==> config.mk <==
export PLATFORM = sky130hd
export DESIGN_NAME = nav_datapath
export DESIGN_NICKNAME = d
export VERILOG_FILES = /design/src/rtl/nav_datapath.sv
export SDC_FILE = /design/constraint.sdc
export NUM_CORES = 1
export LEC_CHECK = 0
export CORE_ASPECT_RATIO = 1.25
export CORE_MARGIN = 3
export CORE_UTILIZATION = 40
export DETAILED_ROUTE_END_ITERATION = 7
export SLEW_MARGIN = 20
export SYNTH_ARGS = -nofsm -noshare
export SYNTH_HDL_FRONTEND = slang
export SYNTH_SLANG_ARGS = --single-unit
==> constraint.sdc <==
create_clock -name clk -period 4.22 [get_ports clk]
set_clock_uncertainty 0.05 [all_clocks]
set_input_delay 0.844 -clock clk [delete_from_list [all_inputs] [get_ports clk]]
set_output_delay 0.844 -clock clk [all_outputs]
set_load 0.01 [all_outputs]
==> src/rtl/nav_datapath.sv <==
// nav_datapath: maze-walker location datapath with bounds checking, backtrack stack,
// valid/ready command port, goal detection and saturating step counter.
module nav_datapath #(
    parameter int CW = 4,
    parameter int DEPTH = 16,
    parameter logic [CW-1:0] GOAL_X = '1,
    parameter logic [CW-1:0] GOAL_Y = '1
) (
    input  logic                         clk,
    input  logic                         rst,
    input  logic                         cmd_valid,
    output logic                         cmd_ready,
    input  logic [1:0]                   cmd_op,
    input  logic [1:0]                   dir,
    output logic                         done,
    output logic [1:0]                   status,
    output logic [CW-1:0]                cur_x,
    output logic [CW-1:0]                cur_y,
    output logic [CW-1:0]                nxt_x,
    output logic [CW-1:0]                nxt_y,
    output logic                         edge_hit,
    output logic [$clog2(DEPTH+1)-1:0]   depth,
    output logic                         empty,
    output logic                         full,
    output logic                         at_goal,
    output logic [15:0]                  step_cnt
);
    localparam int DW = $clog2(DEPTH + 1);
    localparam int AW = DEPTH > 1 ? $clog2(DEPTH) : 1;
    localparam logic [1:0] OP_MOVE = 2'b00, OP_PUSH = 2'b01, OP_BACK = 2'b10;
    localparam logic [1:0] ST_OK = 2'b00, ST_BOUND = 2'b01, ST_FULL = 2'b10, ST_EMPTY = 2'b11;

    typedef enum logic [1:0] {IDLE, RD, WB} state_t;
    state_t state, state_n;

    logic [2*CW-1:0] mem [DEPTH];
    logic [2*CW-1:0] rd_q;
    logic [CW-1:0]   coord, stepped;
    logic [AW-1:0]   wa, ra;
    logic            axis, plus, done_n, mv, push, pop, clr;
    logic [1:0]      status_n;

    // axis: 1 selects x, 0 selects y; dir[0] chooses +1 over -1
    assign axis     = ^dir;
    assign plus     = dir[0];
    assign coord    = axis ? cur_x : cur_y;
    assign edge_hit = plus ? &coord : ~|coord;
    assign stepped  = plus ? coord + 1'b1 : coord - 1'b1;
    assign nxt_x    = axis ? stepped : cur_x;
    assign nxt_y    = axis ? cur_y : stepped;

    assign empty     = depth == '0;
    assign full      = depth == DW'(DEPTH);
    assign at_goal   = (cur_x == GOAL_X) && (cur_y == GOAL_Y);
    assign cmd_ready = (state == IDLE) && !rst;
    assign wa        = AW'(depth);
    assign ra        = AW'(depth - 1'b1);

    always_comb begin
        state_n  = state;
        done_n   = 1'b0;
        status_n = status;
        mv       = 1'b0;
        push     = 1'b0;
        pop      = 1'b0;
        clr      = 1'b0;
        case (state)
            IDLE: if (cmd_valid) begin
                done_n = 1'b1;
                case (cmd_op)
                    OP_MOVE: begin
                        status_n = edge_hit ? ST_BOUND : ST_OK;
                        mv       = !edge_hit;
                    end
                    OP_PUSH: begin
                        status_n = full ? ST_FULL : edge_hit ? ST_BOUND : ST_OK;
                        push     = !full && !edge_hit;
                        mv       = push;
                    end
                    OP_BACK: begin
                        status_n = empty ? ST_EMPTY : status;
                        done_n   = empty;
                        state_n  = empty ? IDLE : RD;
                    end
                    default: begin
                        status_n = ST_OK;
                        clr      = 1'b1;
                    end
                endcase
            end
            RD: state_n = WB;
            WB: begin
                state_n  = IDLE;
                pop      = 1'b1;
                done_n   = 1'b1;
                status_n = ST_OK;
            end
            default: state_n = IDLE;
        endcase
    end

    always_ff @(posedge clk or posedge rst) begin
        if (rst) begin
            state    <= IDLE;
            done     <= 1'b0;
            status   <= ST_OK;
            cur_x    <= '0;
            cur_y    <= '0;
            depth    <= '0;
            step_cnt <= '0;
        end else begin
            state  <= state_n;
            done   <= done_n;
            status <= status_n;
            if (clr) begin
                cur_x    <= '0;
                cur_y    <= '0;
                depth    <= '0;
                step_cnt <= '0;
            end else begin
                if (mv) {cur_x, cur_y} <= {nxt_x, nxt_y};
                if (pop) {cur_x, cur_y} <= rd_q;
                if (push) depth <= depth + 1'b1;
                else if (pop) depth <= depth - 1'b1;
                if ((mv || pop) && !(&step_cnt)) step_cnt <= step_cnt + 1'b1;
            end
        end
    end

    // stack storage has no reset; only entries below depth are ever read
    always_ff @(posedge clk) begin
        if (push) mem[wa] <= {cur_x, cur_y};
        if (state == RD) rd_q <= mem[ra];
    end
endmodule

==> flow_metrics.py, run 1 <==
metrics = {
    "synthesis": {
        "netlist_area_um2": 7500,
        "synth-seq-cells": 170,
        "ys_seq_area_frac": 0.6580,
        "synth.net_count": 506,
        "synth_top_flop_cell": "edfxtp_1",
        "ys_async_sr_fraction": 0.2000,
        "netlist_instances": 490,
        "ys_types": 54,
        "ys.warnings.count": 0,
        "synth_edf_count": 136,
        "avgSynthCellArea_um2": 15.31,
    },
    "cells_and_area": {
        "num-nets-final": 586,
        "n_antenna_cell": 0,
        "multi_input_area_um2": 2425,
        "syn_to_final_growth_pct": 20.39,
        "drive_gt1_frac": 0.2024,
        "seq_area_um2": 4936,
        "final_cells": 811,
        "final_common_cell": "edfxtp_1",
        "final_core_util": 0.4951,
        "fillers": 1520,
        "most-common-layout-cells": "edfxtp_1, nand2_1, clkdlybuf4s50_1",
        "finalInstanceArea_um2": 9029,
    },
    "floorplan": {
        "die_w_um": 128.5,
        "io_pins": 52,
        "num_rows": 55,
        "core-area_um2": 18240,
        "start_util": 0.4113,
        "die_area_um2": 20440,
        "fp.dieH_um": 159.1,
    },
    "sta": {
        "slew_viol_final": 0,
        "worst_slew_pin_slew_ps": 979.3,
        "fin_crit_ps": 3992,
        "final_hold_viol_count": 0,
        "fin_crit_sh": 0.9460,
        "slew_headroom": 0.3453,
        "rsz0062_at_grt": "false",
        "fin_ws_ps": 227.9,
        "fmax_mhz": 250.5,
        "setup_viol": 0,
    },
    "worst_setup_path": {
        "setup.worst_path.start": "dir[1]",
        "cp-start-kind": "primary input",
        "r2r-start": "depth[1]",
        "critPathMaxFanout": 11,
        "end_kind": "primary output",
        "crit_type": "in2out",
        "cp.arrival_ps": 3100,
        "required_ps": 3330,
    },
    "clock_network": {
        "cts.sinks": 170,
        "postCtsSetupBuffers": 0,
        "h-tree-depth": 4,
        "clock_latency_ps": 430,
        "cts_inserted_buffers": 17,
        "clk_pin_slew_ps": 70,
        "tritoncts": "built",
        "cts_buffer_depth": 2,
        "post_cts_resized": 7,
        "clock-root-buffer": "clkbuf_16",
        "hold_buffers": 0,
    },
    "power_and_ir_drop": {
        "p_per_area_nw_per_um2": 666.8,
        "ir_drop_v": 0.0004053,
        "p_leak_nw": 3.252,
        "power_mw": 6.021,
    },
    "global_routing": {
        "grt.overflow.total": 0,
        "grt_usage": 0.1646,
        "grt_max_degree": 40,
        "grt_pass1_wl_um": 26060,
        "grt_pass1_vias": 4564,
        "antenna_found_initial": 0,
    },
    "route": {
        "routed_wl_um": 16040,
        "wl_per_cell_um": 19.78,
        "route.detailed.drc": 0,
        "num_vias": 4487,
        "viasPerCell": 5.533,
        "drtIter0Drc": 292,
        "antenna_left": 0,
        "dr.pass1.iters": 5,
    },
    "job": {
        "drv_cap": 0,
    },
    "placement": {
        "pre_cts_slack_ps": -211.8,
        "dp.cells": 779,
        "port_buffers": 51,
        "finalWeightedCongestion": 0.9048,
        "dpl-instance-area_um2": 8452,
        "hpwl_um": 10950,
    },
    "status": {
        "outcome": "finished, final reports clean",
    },
    "min_path": {
        "hold_start": "status[0]",
        "hold_class": "reg2reg",
    },
}
final timing paths:
kind                                    end  slack, ps  cells past startpoint
worst max-delay path               nxt_x[2]        230                      9
worst min-delay path              status[0]        420                      2
worst max register to register  step_cnt[3]       1360                      9
worst min register to register    status[0]        420                      2
max in group asynchronous          cur_y[0]       2580                      3
min in group asynchronous         status[0]        800                      2
state kept, by name (all words and copies together), names as in the netlist:
name and count:
cur_y 4, rd_q 8, mem 128, status 2, state 2, depth 5
done 1, cur_x 4, step_cnt 16
critical path: stages:
cell	delay, ps
dlygate4sd2_1	320
xor2_2	220
buf_4	190
nand2_1	70
nand2_1	70
fa_1	400
xnor2_1	160
a21oi_1	240
clkdlybuf4s50_1	580
synthesized netlist by cell type (2+ instances only):
| master | n | area (µm²) |
|---|---|---|
| or3_1 | 4 | 25.02 |
| xor2_1 | 2 | 17.52 |
| nand2_1 | 53 | 198.9 |
| inv_1 | 10 | 37.54 |
| buf_1 | 3 | 11.26 |
| buf_6 | 2 | 22.52 |
| o211ai_1 | 9 | 67.56 |
| nor3_1 | 7 | 35.03 |
| edfxtp_1 | 136 | 4084 |
| nand3_1 | 22 | 110.1 |
| nor2_1 | 27 | 101.4 |
| a2111oi_0 | 2 | 17.52 |
| dfrtp_1 | 34 | 850.8 |
| o31ai_1 | 3 | 22.52 |
| buf_2 | 2 | 10.01 |
| nor2b_1 | 3 | 18.77 |
| nand3b_1 | 2 | 15.01 |
| o21ai_0 | 7 | 35.03 |
| a31oi_1 | 8 | 50.05 |
| o2111ai_1 | 2 | 17.52 |
| nand4_1 | 8 | 50.05 |
| ha_1 | 8 | 100.1 |
| mux4_2 | 39 | 878.3 |
| and4_1 | 4 | 35.03 |
| clkbuf_1 | 19 | 71.32 |
| xnor2_1 | 7 | 61.31 |
| a32oi_1 | 2 | 17.52 |
| nand2b_1 | 4 | 25.02 |
| or4_1 | 8 | 60.06 |
| mux2i_1 | 11 | 110.1 |
| a21oi_1 | 5 | 25.02 |
| and3_1 | 15 | 93.84 |
per-layer routing:
metal	up-vias	track usage	wire, µm
met4	0	0.04971	114
met1	2297	0.2089	6746
li1	2101	-	-
met2	79	0.2824	8708
met5	-	0	0
met3	10	0.03423	474
power breakdown:
group | switching [mW] | leakage (nW) | internal (mW)
sequential | 0.156 | 1.69 | 2.15
combinational | 1.13 | 1.30 | 1.12
clock | 0.685 | 0.270 | 0.778
total | 1.97 | 3.25 | 4.05
metrics by stage:
| stage | TNS [ps] | hold WS [ps] |
|---|---|---|
| 4_1_cts | 0 | 419.6 |
| 3_3_place_gp | -244.2 | 407.8 |
| 3_5_place_dp | -413.3 | 404.4 |
| 5_1_grt | 0 | 449.4 |
| 2_1_floorplan | 0 | 392.6 |
| 6_report | 0 | 416.5 |
area by class of cell:
class / instances / area share
Sequential cell: 170 / 0.5467
Multi-Input combinational cell: 283 / 0.2686
Timing Repair Buffer: 88 / 0.08717
Clock buffer: 18 / 0.04753
Tap cell: 228 / 0.03160
Clock inverter: 14 / 0.01427
Inverter: 10 / 0.004157
logic make-up (layout without fill, tap and decap cells):
logic type      count (synthesis)  after routing  synth area share
mux                            51             51            0.1353
xor+xnor                        9              9           0.01051
simple gates                  165            165            0.1124
fa+ha+maj                       9              9           0.01602
buf+inv                        37            130           0.02136
compound gates                 49             49           0.04638
flops                         170            170            0.6580
No activity file was read; power rests on OpenSTA's default activity.
==> run 2: changes to the inputs <==
--- a/config.mk
+++ b/config.mk
@@ -5,6 +5,7 @@
 export SDC_FILE = /design/constraint.sdc
 export NUM_CORES = 1
 export LEC_CHECK = 0
+export CAP_MARGIN = 0
 export CORE_ASPECT_RATIO = 1.25
 export CORE_MARGIN = 3
 export CORE_UTILIZATION = 40
==> results of run 2 <==
Same layout as run 1: the final DEF is identical, and so are final timing and power.
==> run 3: changes to the inputs <==
--- a/config.mk
+++ b/config.mk
@@ -9,7 +9,10 @@
 export CORE_ASPECT_RATIO = 1.25
 export CORE_MARGIN = 3
 export CORE_UTILIZATION = 40
+export CTS_CLUSTER_DIAMETER = 40
 export DETAILED_ROUTE_END_ITERATION = 7
+export GPL_ROUTABILITY_DRIVEN = 0
+export SKIP_LAST_GASP = 1
 export SLEW_MARGIN = 20
 export SYNTH_ARGS = -nofsm -noshare
 export SYNTH_HDL_FRONTEND = slang
==> results of run 3 <==
Same layout as run 1: the final DEF is identical, and so are final timing and power.
